File: config.mk
export PLATFORM = sky130hd
export DESIGN_NAME = fetch_sequencer
export DESIGN_NICKNAME = d
export VERILOG_FILES = /design/src/rtl/fetch_sequencer.sv
export SDC_FILE = /design/constraint.sdc
export NUM_CORES = 1
export LEC_CHECK = 0
export CORE_AREA = 2 2 112 71
export CTS_CLUSTER_DIAMETER = 60
export DETAILED_ROUTE_END_ITERATION = 10
export DIE_AREA = 0 0 114 73
export PLACE_DENSITY_LB_ADDON = 0.15
export SETUP_SLACK_MARGIN = 0.02
export SLEW_MARGIN = 5
export SYNTH_ARGS = -nofsm -noshare
export SYNTH_HDL_FRONTEND = slang
export SYNTH_SLANG_ARGS = --single-unit
File: constraint.sdc
create_clock -name clk -period 2.9 [get_ports clk]
set_input_delay 0.435 -clock clk [delete_from_list [all_inputs] [get_ports clk]]
set_output_delay 0.435 -clock clk [all_outputs]
set_load 0.02 [all_outputs]
File: src/rtl/fetch_sequencer.sv
// Instruction-fetch / program-counter sequencer for the TB4004 core: eight-phase
// cycle generation, nibble-wide ROM addressing, opcode capture and control transfers.
module fetch_sequencer (
  input  logic        clk,
  input  logic        rstN,
  input  logic        stepEn,
  input  logic [3:0]  dataIn,
  input  logic        ccIn,
  input  logic        iszNotZero,
  input  logic [7:0]  pairData,
  output logic [2:0]  cycle,
  output logic        sync,
  output logic [3:0]  dataOut,
  output logic        dataOe,
  output logic [3:0]  opr,
  output logic [3:0]  opa,
  output logic        secondWord,
  output logic [7:0]  operand2,
  output logic [11:0] pc
);

  typedef enum logic [2:0] {A1, A2, A3, M1, M2, X1, X2, X3} phase_t;

  phase_t      r_cycle;
  logic [11:0] r_pc;
  logic [3:0]  r_opr;
  logic [3:0]  r_opa;
  logic [7:0]  r_operand2;
  logic        r_second;
  logic [11:0] r_stack [3];
  logic [1:0]  r_sp;

  logic        w_isFin;
  logic        w_isJin;
  logic        w_twoWord;
  logic [1:0]  w_spInc;
  logic [1:0]  w_spDec;
  logic [11:0] w_addr;

  assign w_isFin = (r_opr == 4'h3) && !r_opa[0];
  assign w_isJin = (r_opr == 4'h3) &&  r_opa[0];
  assign w_twoWord = (r_opr == 4'h1) || (r_opr == 4'h4) || (r_opr == 4'h5) ||
                     (r_opr == 4'h7) ||
                     (((r_opr == 4'h2) || (r_opr == 4'h3)) && !r_opa[0]);
  assign w_spInc = (r_sp == 2'd2) ? 2'd0 : r_sp + 2'd1;
  assign w_spDec = (r_sp == 2'd0) ? 2'd2 : r_sp - 2'd1;

  // r_pc already points past the current word by X3, so r_pc[11:8] is the "page".
  always_ff @(posedge clk or negedge rstN) begin
    if (!rstN) begin
      r_cycle    <= A1;
      r_pc       <= '0;
      r_opr      <= '0;
      r_opa      <= '0;
      r_operand2 <= '0;
      r_second   <= 1'b0;
      r_sp       <= '0;
      for (int unsigned i = 0; i < 3; i++) r_stack[i] <= '0;
    end else if (stepEn) begin
      r_cycle <= phase_t'(r_cycle + 3'd1);
      unique case (r_cycle)
        M1: begin
          if (r_second) r_operand2[7:4] <= dataIn;
          else          r_opr           <= dataIn;
        end
        M2: begin
          if (r_second) begin
            r_operand2[3:0] <= dataIn;
            if (!w_isFin) r_pc <= r_pc + 12'd1;
          end else begin
            r_opa <= dataIn;
            r_pc  <= r_pc + 12'd1;
          end
        end
        X3: begin
          if (r_second) begin
            r_second <= 1'b0;
            case (r_opr)
              4'h1: if (ccIn) r_pc <= {r_pc[11:8], r_operand2};
              4'h4: r_pc <= {r_opa, r_operand2};
              4'h5: begin
                r_stack[r_sp] <= r_pc;
                r_sp          <= w_spInc;
                r_pc          <= {r_opa, r_operand2};
              end
              4'h7: if (iszNotZero) r_pc <= {r_pc[11:8], r_operand2};
              default: ;
            endcase
          end else begin
            r_second <= w_twoWord;
            if (w_isJin) begin
              r_pc <= {r_pc[11:8], pairData};
            end else if (r_opr == 4'hC) begin
              r_pc <= r_stack[w_spDec];
              r_sp <= w_spDec;
            end
          end
        end
        default: ;
      endcase
    end
  end

  // FIN's data fetch borrows the address phases with the pair value as the low byte.
  always_comb begin
    w_addr  = (r_second && w_isFin) ? {r_pc[11:8], pairData} : r_pc;
    dataOut = '0;
    case (r_cycle)
      A1:      dataOut = w_addr[3:0];
      A2:      dataOut = w_addr[7:4];
      A3:      dataOut = w_addr[11:8];
      default: dataOut = '0;
    endcase
  end

  assign cycle      = r_cycle;
  assign sync       = (r_cycle == X3);
  assign dataOe     = (r_cycle == A1) || (r_cycle == A2) || (r_cycle == A3);
  assign pc         = r_pc;
  assign opr        = r_opr;
  assign opa        = r_opa;
  assign operand2   = r_operand2;
  assign secondWord = r_second;

endmodule

# Yosys cells after proc, flatten, opt, wreduce, memory -nomap -nowiden
# Index checks and enable logic that the tools add are counted.
[word_totals]
elab_cells = 98
inputBits = 17
output_inout_bits = 38
reg_bits = 70
[classes]
reduce_logical = 27
add_sub_neg = 4
n_lt_le_gt_ge = 3
eq_ne = 25
n_mux = 24
n_bitwise = 3
[ops]
columns = ["operator", "count"]
rows = [
  ["$mux 12", 8],
  ["$bwmux 36", 1],
  ["$pmux 12 s3", 1],
  ["$bmux 12 s2", 1],
  ["$demux 12 s2", 1],
  ["$mux 8", 3],
  ["$pmux 12 s2", 1],
  ["$ne 3x3->1 const B", 5],
  ["$add 12x1->12 const B", 1],
  ["$eq 4x3->1 const B", 3],
  ["$mux 2", 6],
  ["$pmux 4 s3", 1],
  ["$reduce_and 3->1", 4],
  ["$eq 4x2->1 const B", 2],
  ["$ne 4x4->1 const B", 2],
  ["$reduce_and 8->1", 1],
  ["$logic_or 1x1->1", 7],
  ["$reduce_and 7->1", 1],
  ["$eq 3x2->1 const B", 2],
  ["$eq 3x3->1 const B", 2],
  ["$ge 3x3->1 const B", 2],
  ["$not 2->3", 2],
  ["$logic_and 1x1->1", 5],
  ["$ne 5x3->1 const B", 1],
  ["other kinds (22)", 23],
]

# Depth between registers and ports, before layout
# Gate-level depths: netlist of run 1.
[logic_depth]
word_depth = 10
depth_mapped = 9
ltp_nobuf = 7

# Worst setup path after synthesis of run 1
# OpenSTA, ideal clock, no wires.
[synth_path]
path_kind = "register to register"
from = "reg r_cycle[0], in the netlist cycle[0]"
to = "reg r_stack[26] (netlist bit)"
setup_ps = 125
n_path_buf = 2
setup_slack_ps = 437
synth_period_minus_slack_ps = 2463
required_time_ps = 2775
path_stages_with_launch = 9
arrival_time_ps = 2339
path_cell_list = "dfrtp_1 -> ha_1 -> ha_1 -> clkbuf_1 -> nand3_1 -> nor2_1 -> and3_1 -> buf_2 -> mux2_2"
[synth_via]
elab_chain_cells = 2
[synth_rtl]
columns = ["element", "line_no", "source"]
rows = [
  ["from (decl)", "24", "phase_t r_cycle;"],
  ["from (signal assigned)", "60", "r_cycle <= phase_t'(r_cycle + 3'd1);"],
  ["$eq 3x3->1", "-", ""],
  ["named net sync", "12", "output logic sync,"],
  ["$reduce_and 4->1 (no source line)", "-", ""],
  ["to (signal, indexed assignment)", "82", "r_stack[r_sp] <= r_pc;"],
  ["to (decl)", "30", "logic [11:0] r_stack [3];"],
]
# The timed path passes the listed nets, and every way through them passes these cells.
# A chain may end at the register's enable or synchronous reset.

# Worst setup path after layout of run 1
[layout_path]
from = "reg r_cycle[0], in the netlist cycle[0]"
to = "out sync"
[layout_via]
elab_chain_cells = 1
[layout_rtl]
columns = ["element", "line_no", "source"]
rows = [
  ["$eq 3x3->1", "117", "assign sync = (r_cycle == X3);"],
  ["to (decl)", "12", ""],
]
# No other way between the ends.

==> metrics.cfg, run 1 <==
[logic_synthesis]
ys_seq_elements = 70
synthDistinctLibCells = 50
yosysMostFrequentCell = dfrtp_1
synth-edff-count = 0
synth_cells = 353
postSynth.asyncResetShare = 1.000
yosys.area.top_type_share = 0.4479
synthesis.nets = 382
synth_top_cell_by_area = dfrtp_1
ys_warn_count = 0
synth_area_sq_um = 3911
ys.flop_type = dfrtp_1
ys_seq_area_frac = 0.4479
synth.area.top_cells = dfrtp_1, mux2_2, mux2i_1
ys_top_cells_by_count = dfrtp_1, mux2_2, mux2i_1
avgSynthCellArea_sq_um = 11.08

[routing]
drc_errors = 0
ant_nets = 0
viasPerCell = 6.014
drt_iter0_drc = 251
drt_first_pass_iters = 4
routed_wirelength_microns = 9979
vias = 3049
wl_per_cell_microns = 19.68

[min_path]
hold_path_class = input pin to asynchronous set/reset pin

[critical_path]
r2r_start = cycle[0]
cp_max_fo = 16
critPathLaunchType = register
crit_top_cell = ha_1
crit_family = buffers and inverters
crit_path_start = cycle[0]
path_cells = ha_1, ha_1, buf_4, clkdlybuf4s50_1
worst-path-buf-inv = 2
worstPathRequired_ns = 2.47
crit_arrival_ns = 2.25
endpoint_kind = output port
crit_slowest_cell = clkdlybuf4s50_1
critPathKind = register to output port
slowest_delay_ns = 0.64

[floorplanning]
io_pins = 55
core_area_sq_um = 7445
die-area_sq_um = 8322
rows = 25
start_util = 0.5254
die_y_microns = 73
dieWidth_microns = 114

[placed_design]
gp_congestion = 0.9156
place_inst = 491
dpl.hpwl_microns = 7357
port_buffers = 54

[run]
drv_cap = 0

[sta]
tightestPinTransition_ns = 0.8739
max_slew_margin = 0.4174
finalHoldViolCount = 0
drv_slew = 0
min_period_ns = 2.683
final.setup.tns_ns = 0
fin_crit_sh = 0.9251
fmax_ghz = 0.3727
finClkSkew_ns = 0.004174
setup_viol = 0
rsz0062_at_grt = false

[finish]
layout.nets = 437
diodes = 0
drive_above_1_share = 0.2155
syn_to_final_growth_pct = 24.44
final_cells = 507

[power]
p_leak_nw = 2.316
ir_drop_mv = 0.6172
power_density_nw_per_um2 = 1039

[clocking]
cts-root-buf = clkbuf_16
htreeDepth = 3
postCtsSetupBuffers = 0
cts_max_path_buffers = 2
cts_sinks = 70
hold_buffers = 0
clkLatencyLatePin_ns = 0.33
cts_tree = built
cts_buffers = 9
path_clk_slew_ns = 0.05

[global_route]
grt_pass1_vias = 3002
antenna_found_initial = 0
overflow = 0
grt_start_max_net_pins = 71
grt_pass1_wl_microns = 16140
grt_use_total = 0.2590

[status]
status = finished, final reports clean

## layout by cell type (no fill, tap or decap), types with 7 or more instances in the layout
cell	instances
buf_4	12
o21ai_0	9
a21oi_1	17
nand2_1	19
mux2_2	53
clkbuf_16	9
nand2b_1	7
dfrtp_1	70
inv_1	11
mux2i_1	24
nor2_1	15
clkdlybuf4s50_1	49
nand3_1	12
ha_1	12
## power by group
part           switching [mW]  leakage, nW  internal (mW)
registers               0.359        0.924           1.20
clock network           0.407        0.152          0.751
logic                    1.29         1.24           1.05
## layout make-up
cell class | count | area, sq um
clock buffer | 10 | 229.0
clock inverter | 6 | 86.33
fill | 590 | 2577
inverter | 11 | 41.29
multi-input combinational | 250 | 2017
sequential | 70 | 1752
tap | 94 | 117.6
timing repair buffer | 66 | 624.3
## cell families after synthesis
family	share of synthesized area
fa+ha+maj	0.03839
flops	0.4479
simple gates	0.09725
compound gates	0.1609
xor+xnor	0.004479
buf+inv	0.03711
mux	0.2140
## sequential cells by signal, summed over array words and instances, names as in the netlist
name / flops
r_stack: 36
pc: 12
operand2: 8
opa: 4
opr: 4
cycle: 3
r_sp: 2
secondWord: 1
## per-layer routing
metal / track usage / up-vias / share of wire / wire length [microns]
li1: - / 1424 / - / -
met1: 0.3876 / 1520 / 0.50 / 4967
met2: 0.3757 / 96 / 0.43 / 4281
met3: 0.06728 / 9 / 0.065 / 647
met4: 0.06233 / 0 / 0.0082 / 82
met5: 0 / - / 0 / 0
## path summary, 6_finish.rpt
path                                to  slack, ns  cells after the start
min reg2reg                r_stack[17]       0.50                      1
min                        operand2[7]       0.30                      2
max                               sync       0.22                      4
max in group asynchronous  operand2[3]       2.02                      2
min in group clk           r_stack[17]       0.50                      1
max reg2reg                      pc[1]       0.37                      7
## what timing repair did
action	in CTS	in global routing
gates resized for setup	4	1
pin swaps	0	0
endpoints found under the setup margin	4	1
## metrics by stage
step | hold WS [ns] | cell area, sq um | power [mW] | setup WS (ns) | util
global route | 0.3891 | 4867 | 5.342 | 0.08242 | 0.6538
global placement | 0.4869 | 4551 | 3.874 | 0.2749 | 0.6113
floorplan | 0.1394 | 3911 | 2.938 | 0.4367 | -
finish | 0.3040 | 4867 | 5.055 | 0.2171 | 0.6538
CTS | 0.3469 | 4865 | 5.072 | 0.02141 | 0.6534
detailed placement | 0.4919 | 4551 | 3.906 | 0.2412 | 0.6113
Note: power is estimated with default switching activity, not from simulation.
==> run 2: changes to the inputs <==
--- a/config.mk
+++ b/config.mk
@@ -9,6 +9,8 @@
 export CTS_CLUSTER_DIAMETER = 60
 export DETAILED_ROUTE_END_ITERATION = 10
 export DIE_AREA = 0 0 114 73
+export GPL_ROUTABILITY_DRIVEN = 0
+export HOLD_SLACK_MARGIN = 0.12
 export PLACE_DENSITY_LB_ADDON = 0.15
 export SETUP_SLACK_MARGIN = 0.02
 export SLEW_MARGIN = 5
==> results of run 2 <==
Same layout as run 1: the final DEF is identical, and so are final timing and power.
